**config.mk**
```make
export PLATFORM = sky130hd
export DESIGN_NAME = spi_slave_core
export DESIGN_NICKNAME = d
export VERILOG_FILES = /design/src/rtl/spi_slave_core.sv
export SDC_FILE = /design/constraint.sdc
export NUM_CORES = 1
export LEC_CHECK = 0
export BUFFER_PORTS_ARGS = -buffer_cell sky130_fd_sc_hd__buf_4
export CAP_MARGIN = 10
export CORE_MARGIN = 2
export CORE_UTILIZATION = 44
export CTS_CLUSTER_SIZE = 12
export DETAILED_ROUTE_END_ITERATION = 10
export GPL_TIMING_DRIVEN = 1
export HOLD_SLACK_MARGIN = 0.08
export PLACE_DENSITY_LB_ADDON = 0.12
export REMOVE_ABC_BUFFERS = 1
export SYNTH_ARGS = -nofsm -noshare
export SYNTH_HDL_FRONTEND = slang
export SYNTH_SLANG_ARGS = --single-unit
```
**constraint.sdc**
```tcl
create_clock -name GCLK -period 2.6 [get_ports GCLK]
set_input_delay 0.13 -clock GCLK [delete_from_list [all_inputs] [get_ports GCLK]]
set_output_delay 0.13 -clock GCLK [all_outputs]
set_load 0.005 [all_outputs]
```
**src/rtl/spi_slave_core.sv**
```systemverilog
// SPI target endpoint: oversampled SCLK/CS/MOSI, configurable mode and word length.
// Pin edge to internal action takes 3 GCLK cycles; rx_valid_o follows one cycle later.
// No backpressure: tx_data_i is taken at each word start; rx_data_o is overwritten per word.
module spi_slave_core (
  input  logic        GCLK,
  input  logic        NRST,
  input  logic [1:0]  spi_mode_i,
  input  logic [1:0]  word_len_i,
  input  logic [31:0] tx_data_i,
  output logic        tx_req_o,
  output logic [31:0] rx_data_o,
  output logic        rx_valid_o,
  output logic        frame_err_o,
  output logic        busy_o,
  input  logic        SCLK_i,
  input  logic        CS_i,
  input  logic        MOSI_i,
  output logic        MISO_o,
  output logic        miso_oe_o
);

  typedef enum logic {IDLE = 1'b0, ACTIVE = 1'b1} state_t;

  state_t      state, state_nxt;
  logic [2:0]  sclk_sync;
  logic [2:0]  cs_sync;
  logic [1:0]  mosi_sync;
  logic        cfg_cpol;
  logic        cfg_cpha;
  logic [1:0]  cfg_len;
  logic [31:0] tx_shift;
  logic [30:0] rx_shift;
  logic [31:0] rx_shift_nxt;
  logic [5:0]  bit_cnt;
  logic [5:0]  word_bits;
  logic [31:0] word_mask;

  logic sclk_rise, sclk_fall, cs_rise, cs_fall;
  logic lead_edge, trail_edge, sample_edge, shift_edge;
  logic start_frame, do_sample, do_shift, word_done, frame_err;

  // Synchronizers; resetting to 0 means a CS already low at release never looks like a fall.
  always_ff @(posedge GCLK or negedge NRST) begin
    if (!NRST) begin
      sclk_sync <= '0;
      cs_sync   <= '0;
      mosi_sync <= '0;
    end else begin
      sclk_sync <= {sclk_sync[1:0], SCLK_i};
      cs_sync   <= {cs_sync[1:0], CS_i};
      mosi_sync <= {mosi_sync[0], MOSI_i};
    end
  end

  assign sclk_rise  = sclk_sync[1] & ~sclk_sync[2];
  assign sclk_fall  = ~sclk_sync[1] & sclk_sync[2];
  assign cs_rise    = cs_sync[1] & ~cs_sync[2];
  assign cs_fall    = ~cs_sync[1] & cs_sync[2];
  assign lead_edge  = cfg_cpol ? sclk_fall : sclk_rise;
  assign trail_edge = cfg_cpol ? sclk_rise : sclk_fall;
  assign sample_edge = cfg_cpha ? trail_edge : lead_edge;
  assign shift_edge  = cfg_cpha ? lead_edge : trail_edge;

  // Word length decode from the latched frame config.
  always_comb begin
    word_bits = 6'd8;
    word_mask = 32'h0000_00FF;
    MISO_o    = tx_shift[7];
    case (cfg_len)
      2'b01: begin word_bits = 6'd16; word_mask = 32'h0000_FFFF; MISO_o = tx_shift[15]; end
      2'b10: begin word_bits = 6'd24; word_mask = 32'h00FF_FFFF; MISO_o = tx_shift[23]; end
      2'b11: begin word_bits = 6'd32; word_mask = 32'hFFFF_FFFF; MISO_o = tx_shift[31]; end
      default: ;
    endcase
  end

  assign rx_shift_nxt = {rx_shift, mosi_sync[1]};

  // State register.
  always_ff @(posedge GCLK or negedge NRST) begin
    if (!NRST) state <= IDLE;
    else       state <= state_nxt;
  end

  // Next state and per-cycle strobes; a shift at bit_cnt 0 would drop the freshly loaded MSB.
  always_comb begin
    state_nxt   = state;
    start_frame = 1'b0;
    do_sample   = 1'b0;
    do_shift    = 1'b0;
    word_done   = 1'b0;
    frame_err   = 1'b0;
    if (state == IDLE) begin
      if (cs_fall) begin
        state_nxt   = ACTIVE;
        start_frame = 1'b1;
      end
    end else begin
      do_sample = sample_edge;
      do_shift  = shift_edge && (bit_cnt != 6'd0);
      word_done = sample_edge && ((bit_cnt + 6'd1) == word_bits);
      if (cs_rise) begin
        state_nxt = IDLE;
        frame_err = ((bit_cnt != 6'd0) || sample_edge) && !word_done;
      end
    end
  end

  // Frame config, shift registers, bit counter and output pulses.
  always_ff @(posedge GCLK or negedge NRST) begin
    if (!NRST) begin
      cfg_cpol    <= 1'b0;
      cfg_cpha    <= 1'b0;
      cfg_len     <= 2'b00;
      tx_shift    <= '0;
      rx_shift    <= '0;
      bit_cnt     <= '0;
      rx_data_o   <= '0;
      rx_valid_o  <= 1'b0;
      tx_req_o    <= 1'b0;
      frame_err_o <= 1'b0;
    end else begin
      rx_valid_o  <= word_done;
      tx_req_o    <= start_frame | word_done;
      frame_err_o <= frame_err;
      if (start_frame) begin
        cfg_cpol <= spi_mode_i[1];
        cfg_cpha <= spi_mode_i[0];
        cfg_len  <= word_len_i;
        tx_shift <= tx_data_i;
        bit_cnt  <= '0;
      end else begin
        if (do_sample) begin
          rx_shift <= rx_shift_nxt[30:0];
          bit_cnt  <= word_done ? 6'd0 : bit_cnt + 6'd1;
        end
        if (word_done) begin
          rx_data_o <= rx_shift_nxt & word_mask;
          tx_shift  <= tx_data_i;
        end else if (do_shift) begin
          tx_shift <= {tx_shift[30:0], 1'b0};
        end
      end
    end
  end

  assign busy_o    = (state == ACTIVE);
  assign miso_oe_o = (state == ACTIVE);

endmodule

```
======== Yosys cells after proc, flatten, opt, wreduce, memory -nomap -nowiden ========
Index checks and enable logic that the tools add are counted.
word-level totals
  register bits after elaboration ......... 117
  latch bits .............................. 0
  bits in writable memories ............... 0
  ROM bits ................................ 0
  input port bits ......................... 41
  output and inout bits ................... 38
  word-level logic and storage cells ...... 62
  memories ................................ 0
cells by class
  $add $sub $neg .......................... 1
  $mul .................................... 0
  div/mod/pow operators ................... 0
  $lt $le $gt $ge ......................... 0
  eq/ne operators ......................... 4
  shift operators ......................... 0
  muxes and demuxes ....................... 22
  bitwise logic cells ..................... 11
  reductions and logical operators ........ 10
operators by type and width
  kind                                                                    count
  32-bit 2-to-1 mux                                                       3
  32-bit case mux with 3 select lines                                     1
  32-bit AND                                                              1
  6-bit 2-to-1 mux                                                        3
  6-bit case mux with 3 select lines                                      1
  1-bit 2-to-1 mux                                                        13
  6-bit by 1-bit adder with 6-bit output (second input constant)          1
  6-bit equality test                                                     1
  6-bit nonzero test                                                      1
  1-bit inverter                                                          5
  1-bit AND                                                               4
  2-bit equality test (second input constant)                             2
  2-bit AND reduction                                                     2
  1-bit logical AND                                                       3
  1-bit case mux with 3 select lines                                      1
  3-bit nonzero test                                                      1
  2-bit by 1-bit equality test with 1-bit output (second input constant)  1
  2-bit nonzero test                                                      1
  1-bit logical NOT                                                       1
  1-bit logical OR                                                        1
  1-bit bitwise OR                                                        1

======== Logic depth before layout (Yosys ltp) ========
  depth in word-level cells ............... 9
  mapped depth ............................ 9
  depth with buffers taken out ............ 7

======== Worst setup path after synthesis ========
No wires, ideal clock.
  kind .................................... register to register
  from .................................... register cfg_len[0]
  to ...................................... register tx_shift[10]
  library setup time ...................... 125 ps
  arrival time ............................ 2,369 ps
  data required time ...................... 2,475 ps
  setup slack ............................. 106 ps
  stages on the path, launching flop included .. 10
  path buffers ............................ 2
  clock period less this slack ............ 2,494 ps
  cells stage by stage .................... dfrtp_1 > inv_1 > ha_1 > buf_6 > nor2_4 > xnor3_1 > nand3b_1 > o31ai_4 > buf_6 > mux2_2
on the way
  cells in the longest elaborated chain, start to end .. 7
  elaborated cells between the ends (all ways) .. 10
  classes of those cells .................. eq/ne (4); mux (4); reduce/logical (2)
ends and longest elaborated chain
  what                                                                                          RTL line  RTL
  start, declared                                                                               30        logic [1:0] cfg_len;
  start signal, assigned                                                                        129       cfg_len <= word_len_i;
  2-bit equality test / 2-bit by 1-bit equality test with 1-bit output (equally long branches)  69        case (cfg_len)
  6-bit case mux with 3 select lines (*)                                                        69
  6-bit equality test (*)                                                                       101       word_done = sample_edge && ((bit_cnt + 6'd1) == word_bits);
  1-bit logical AND (*)                                                                         101
  1-bit 2-to-1 mux (*)                                                                          93        if (state == IDLE) begin
  32-bit 2-to-1 mux                                                                             137       if (word_done) begin
  32-bit 2-to-1 mux                                                                             126       if (start_frame) begin
  end signal, assigned                                                                          130       tx_shift <= tx_data_i;
  end signal, assigned                                                                          139       tx_shift <= tx_data_i;
  end signal, assigned                                                                          141       tx_shift <= {tx_shift[30:0], 1'b0};
  end, declared                                                                                 31        logic [31:0] tx_shift;
Every way passes the cells marked *; elsewhere a longest branch is shown, timed or not.
A chain may end at the register's enable or synchronous reset.

======== Worst setup path in the final report ========
  from .................................... register cfg_len[0]
  to ...................................... register tx_shift[15]
The elaborated chain is that of the path after synthesis.

==> metrics <==
status=finished, final reports clean; CTS Buf Count=17; Lkg Pwr=3.40 nW; DRC viols=0; IO buf count=78; cell count after synthesis=435; htree depth=4; Final Skew=6.73 ps; TritonCTS clock tree=built; Worst Path Max Fanout=36; antenna cells=0; clock slew at reported path FFs=50 ps; GPL Wtd Cong=0.821; Net Sw Frac=0.264; die area=0.0125 mm2; Initial Utilization=0.450; width of the die=112 um; total wire length=11200 um; critical path startpoint category=flip-flop; Pint=4.40 mW; routed len/inst=15.6 um; required time of the critical path=2890 ps; Sw Pwr=1.58 mW; Sequential Power Share=0.403; DRT Pass-1 Iters=4; Synth top cells by count=117 x dfrtp_1, 111 x nand2_1, 59 x mux2_2; Final Core Density=0.611; Top delay family on crit path=buffers and inverters; Yosys top cell area share=0.572; DP HPWL=7280 um; total grt overflow=0; Crit-path slowest cell=dfrtp_1; worst skew pair latency=420 ps; Max-Cap Viols=0; sequential area share after synthesis=0.572; predominant post-synthesis flop cell=dfrtp_1; period utilization=0.942; post-synth top area cell=dfrtp_1; vias in the first global route=3781; area of the mapped netlist=0.00512 mm2; Post-synth EDFFs=0; CTS sink cnt=117; worst path buffer plus inverter count=2; num ports=79; worst hold slack=231 ps; post-synthesis register bit count=117; critical path cell sequence=inv_1 -> ha_2 -> nor2_4 -> xnor3_1 -> nand3b_1 -> o31ai_4 -> buf_12 -> mux2_2; Area growth syn-to-layout=35.8%; Root Buffer=clkbuf_16; CP Capture Type=flip-flop; fmax=408 MHz; Slew @ Worst Pin=608 ps; normalized max-slew margin=0.594; Worst Path Arrival=2740 ps; pin count of the biggest net entering global routing=81; Slew Limit Fails=0; fin nets=611; routed vias/inst=5.06; Cell variety after synth=48; Max IR drop VDD=759 uV; Hold Crit Class=input port to asynchronous set/reset pin; die height=112 um; Rows=39; count leader, synth=dfrtp_1; Pwr Density=861 mW/mm2; max incr delay on CP=390 ps; Setup violations, final=0; setup TNS=0 ps; Gate power share=0.206; DRT iter0 DRCs=183; antenna violations before repair=0; Synth Warn #=0; Setup CP Type=flip-flop to flip-flop; Hold Vio Cnt, Final=0; share of layout cells above drive strength 1=0.335; Synth async-reset ratio=1.00; Post-CTS Setup Bufs=0; top area cells in the synthesized netlist=dfrtp_1 57%, mux2_2 13%, nand2_1 8.1%; Total GRT Usage=0.193; global-route wire length before repair=19000 um; final worst path period need=2450 ps; Via Count=3641; Max Buffers Root-to-Sink=2; Detail Route Antenna Nets=0; Avg Cell Area, Syn=11.8 um2; Core ar.=0.0114 mm2; Clk network pwr share=0.390
## final cells by class
cell class	instances	area, um2
Clock inverter	11	124
Sequential cell	117	2930
Timing Repair Buffer	133	1140
Inverter	6	22.5
Clock buffer	21	480
Fill cell	926	4420
Multi-Input combinational cell	288	2080
Tap cell	143	179
## registers in the layout, indices dropped and copies added (netlist names), 2 cells and up
name,cells
cfg_len,2
bit_cnt,6
cs_sync,3
tx_shift,32
rx_data_o,32
sclk_sync,3
rx_shift,31
mosi_sync,2
## timing repair
item | CTS | global route
hold endpoints to repair | 76 | 0
gates resized for setup | 0 | 5
hold buffers | 40 | 0
endpoints found under the setup margin | 0 | 39
## power groups by stage
stage,Combinational (mW),Clock [mW],Sequential [mW]
global route,1.36,2.47,2.46
floorplan,0.823,0,2.36
detailed placement,1.16,0,2.44
finish,1.24,2.34,2.41
CTS,1.22,2.39,2.41
global placement,1.12,0,2.43
## final timing paths
kind	to	cells past startpoint	start	slack [ps]
setup / recovery	tx_shift[15]	8	cfg_len[0]	150
hold / removal	tx_req_o	2	NRST	230
setup reg to reg	tx_shift[15]	8	cfg_len[0]	150
hold reg to reg	mosi_sync[1]	0	mosi_sync[0]	350
max in group asynchronous	rx_shift[18]	3	NRST	1580
min in group GCLK	mosi_sync[1]	0	mosi_sync[0]	350
## layer usage
layer  track usage  wire length, um  vias up
met5             0                0        -
met4        0.0741              163        0
met3        0.0675              570       18
met2         0.302             5290       85
met1         0.248             5200     1782
li1              -                -     1756
## placed cells by master, fill, tap and decap left out, types with 4 or more instances in the layout
| master | synthesis | routed |
|---|---|---|
| dfrtp_1 | 117 | 117 |
| nand2_1 | 111 | 111 |
| buf_4 | 2 | 89 |
| mux2_2 | 59 | 59 |
| dlygate4sd3_1 | 0 | 40 |
| clkbuf_16 | 0 | 17 |
| o21ai_0 | 11 | 11 |
| and2_1 | 11 | 11 |
| nor2b_1 | 10 | 10 |
| a221o_1 | 10 | 10 |
| a22o_1 | 9 | 9 |
| o31ai_1 | 8 | 8 |
| inv_1 | 6 | 6 |
| nor2_1 | 6 | 5 |
| ha_1 | 7 | 5 |
| xor2_1 | 4 | 4 |
| nor3_1 | 4 | 4 |
| mux2i_1 | 4 | 4 |
| clkbuf_8 | 0 | 4 |
## per-stage QoR
step	total power [mW]	area, um2	setup WS [ps]	cells
after CTS	6.03	6910	44.1	719
after floorplan	3.19	4990	-572	411
final	5.99	6950	150	719
after global routing	6.30	6950	-3.35	719
after detailed placement	3.61	5910	69.4	647
after global placement	3.55	5910	135	647
## logic make-up after synthesis
kind of cell,after synthesis,share of synthesized area
buf+inv,30,0.0291
mux,65,0.142
fa+ha+maj,7,0.0171
simple gates,158,0.139
compound gates,48,0.0765
flops,117,0.572
xor+xnor,10,0.0242
Note: power is estimated with default switching activity, not from simulation.
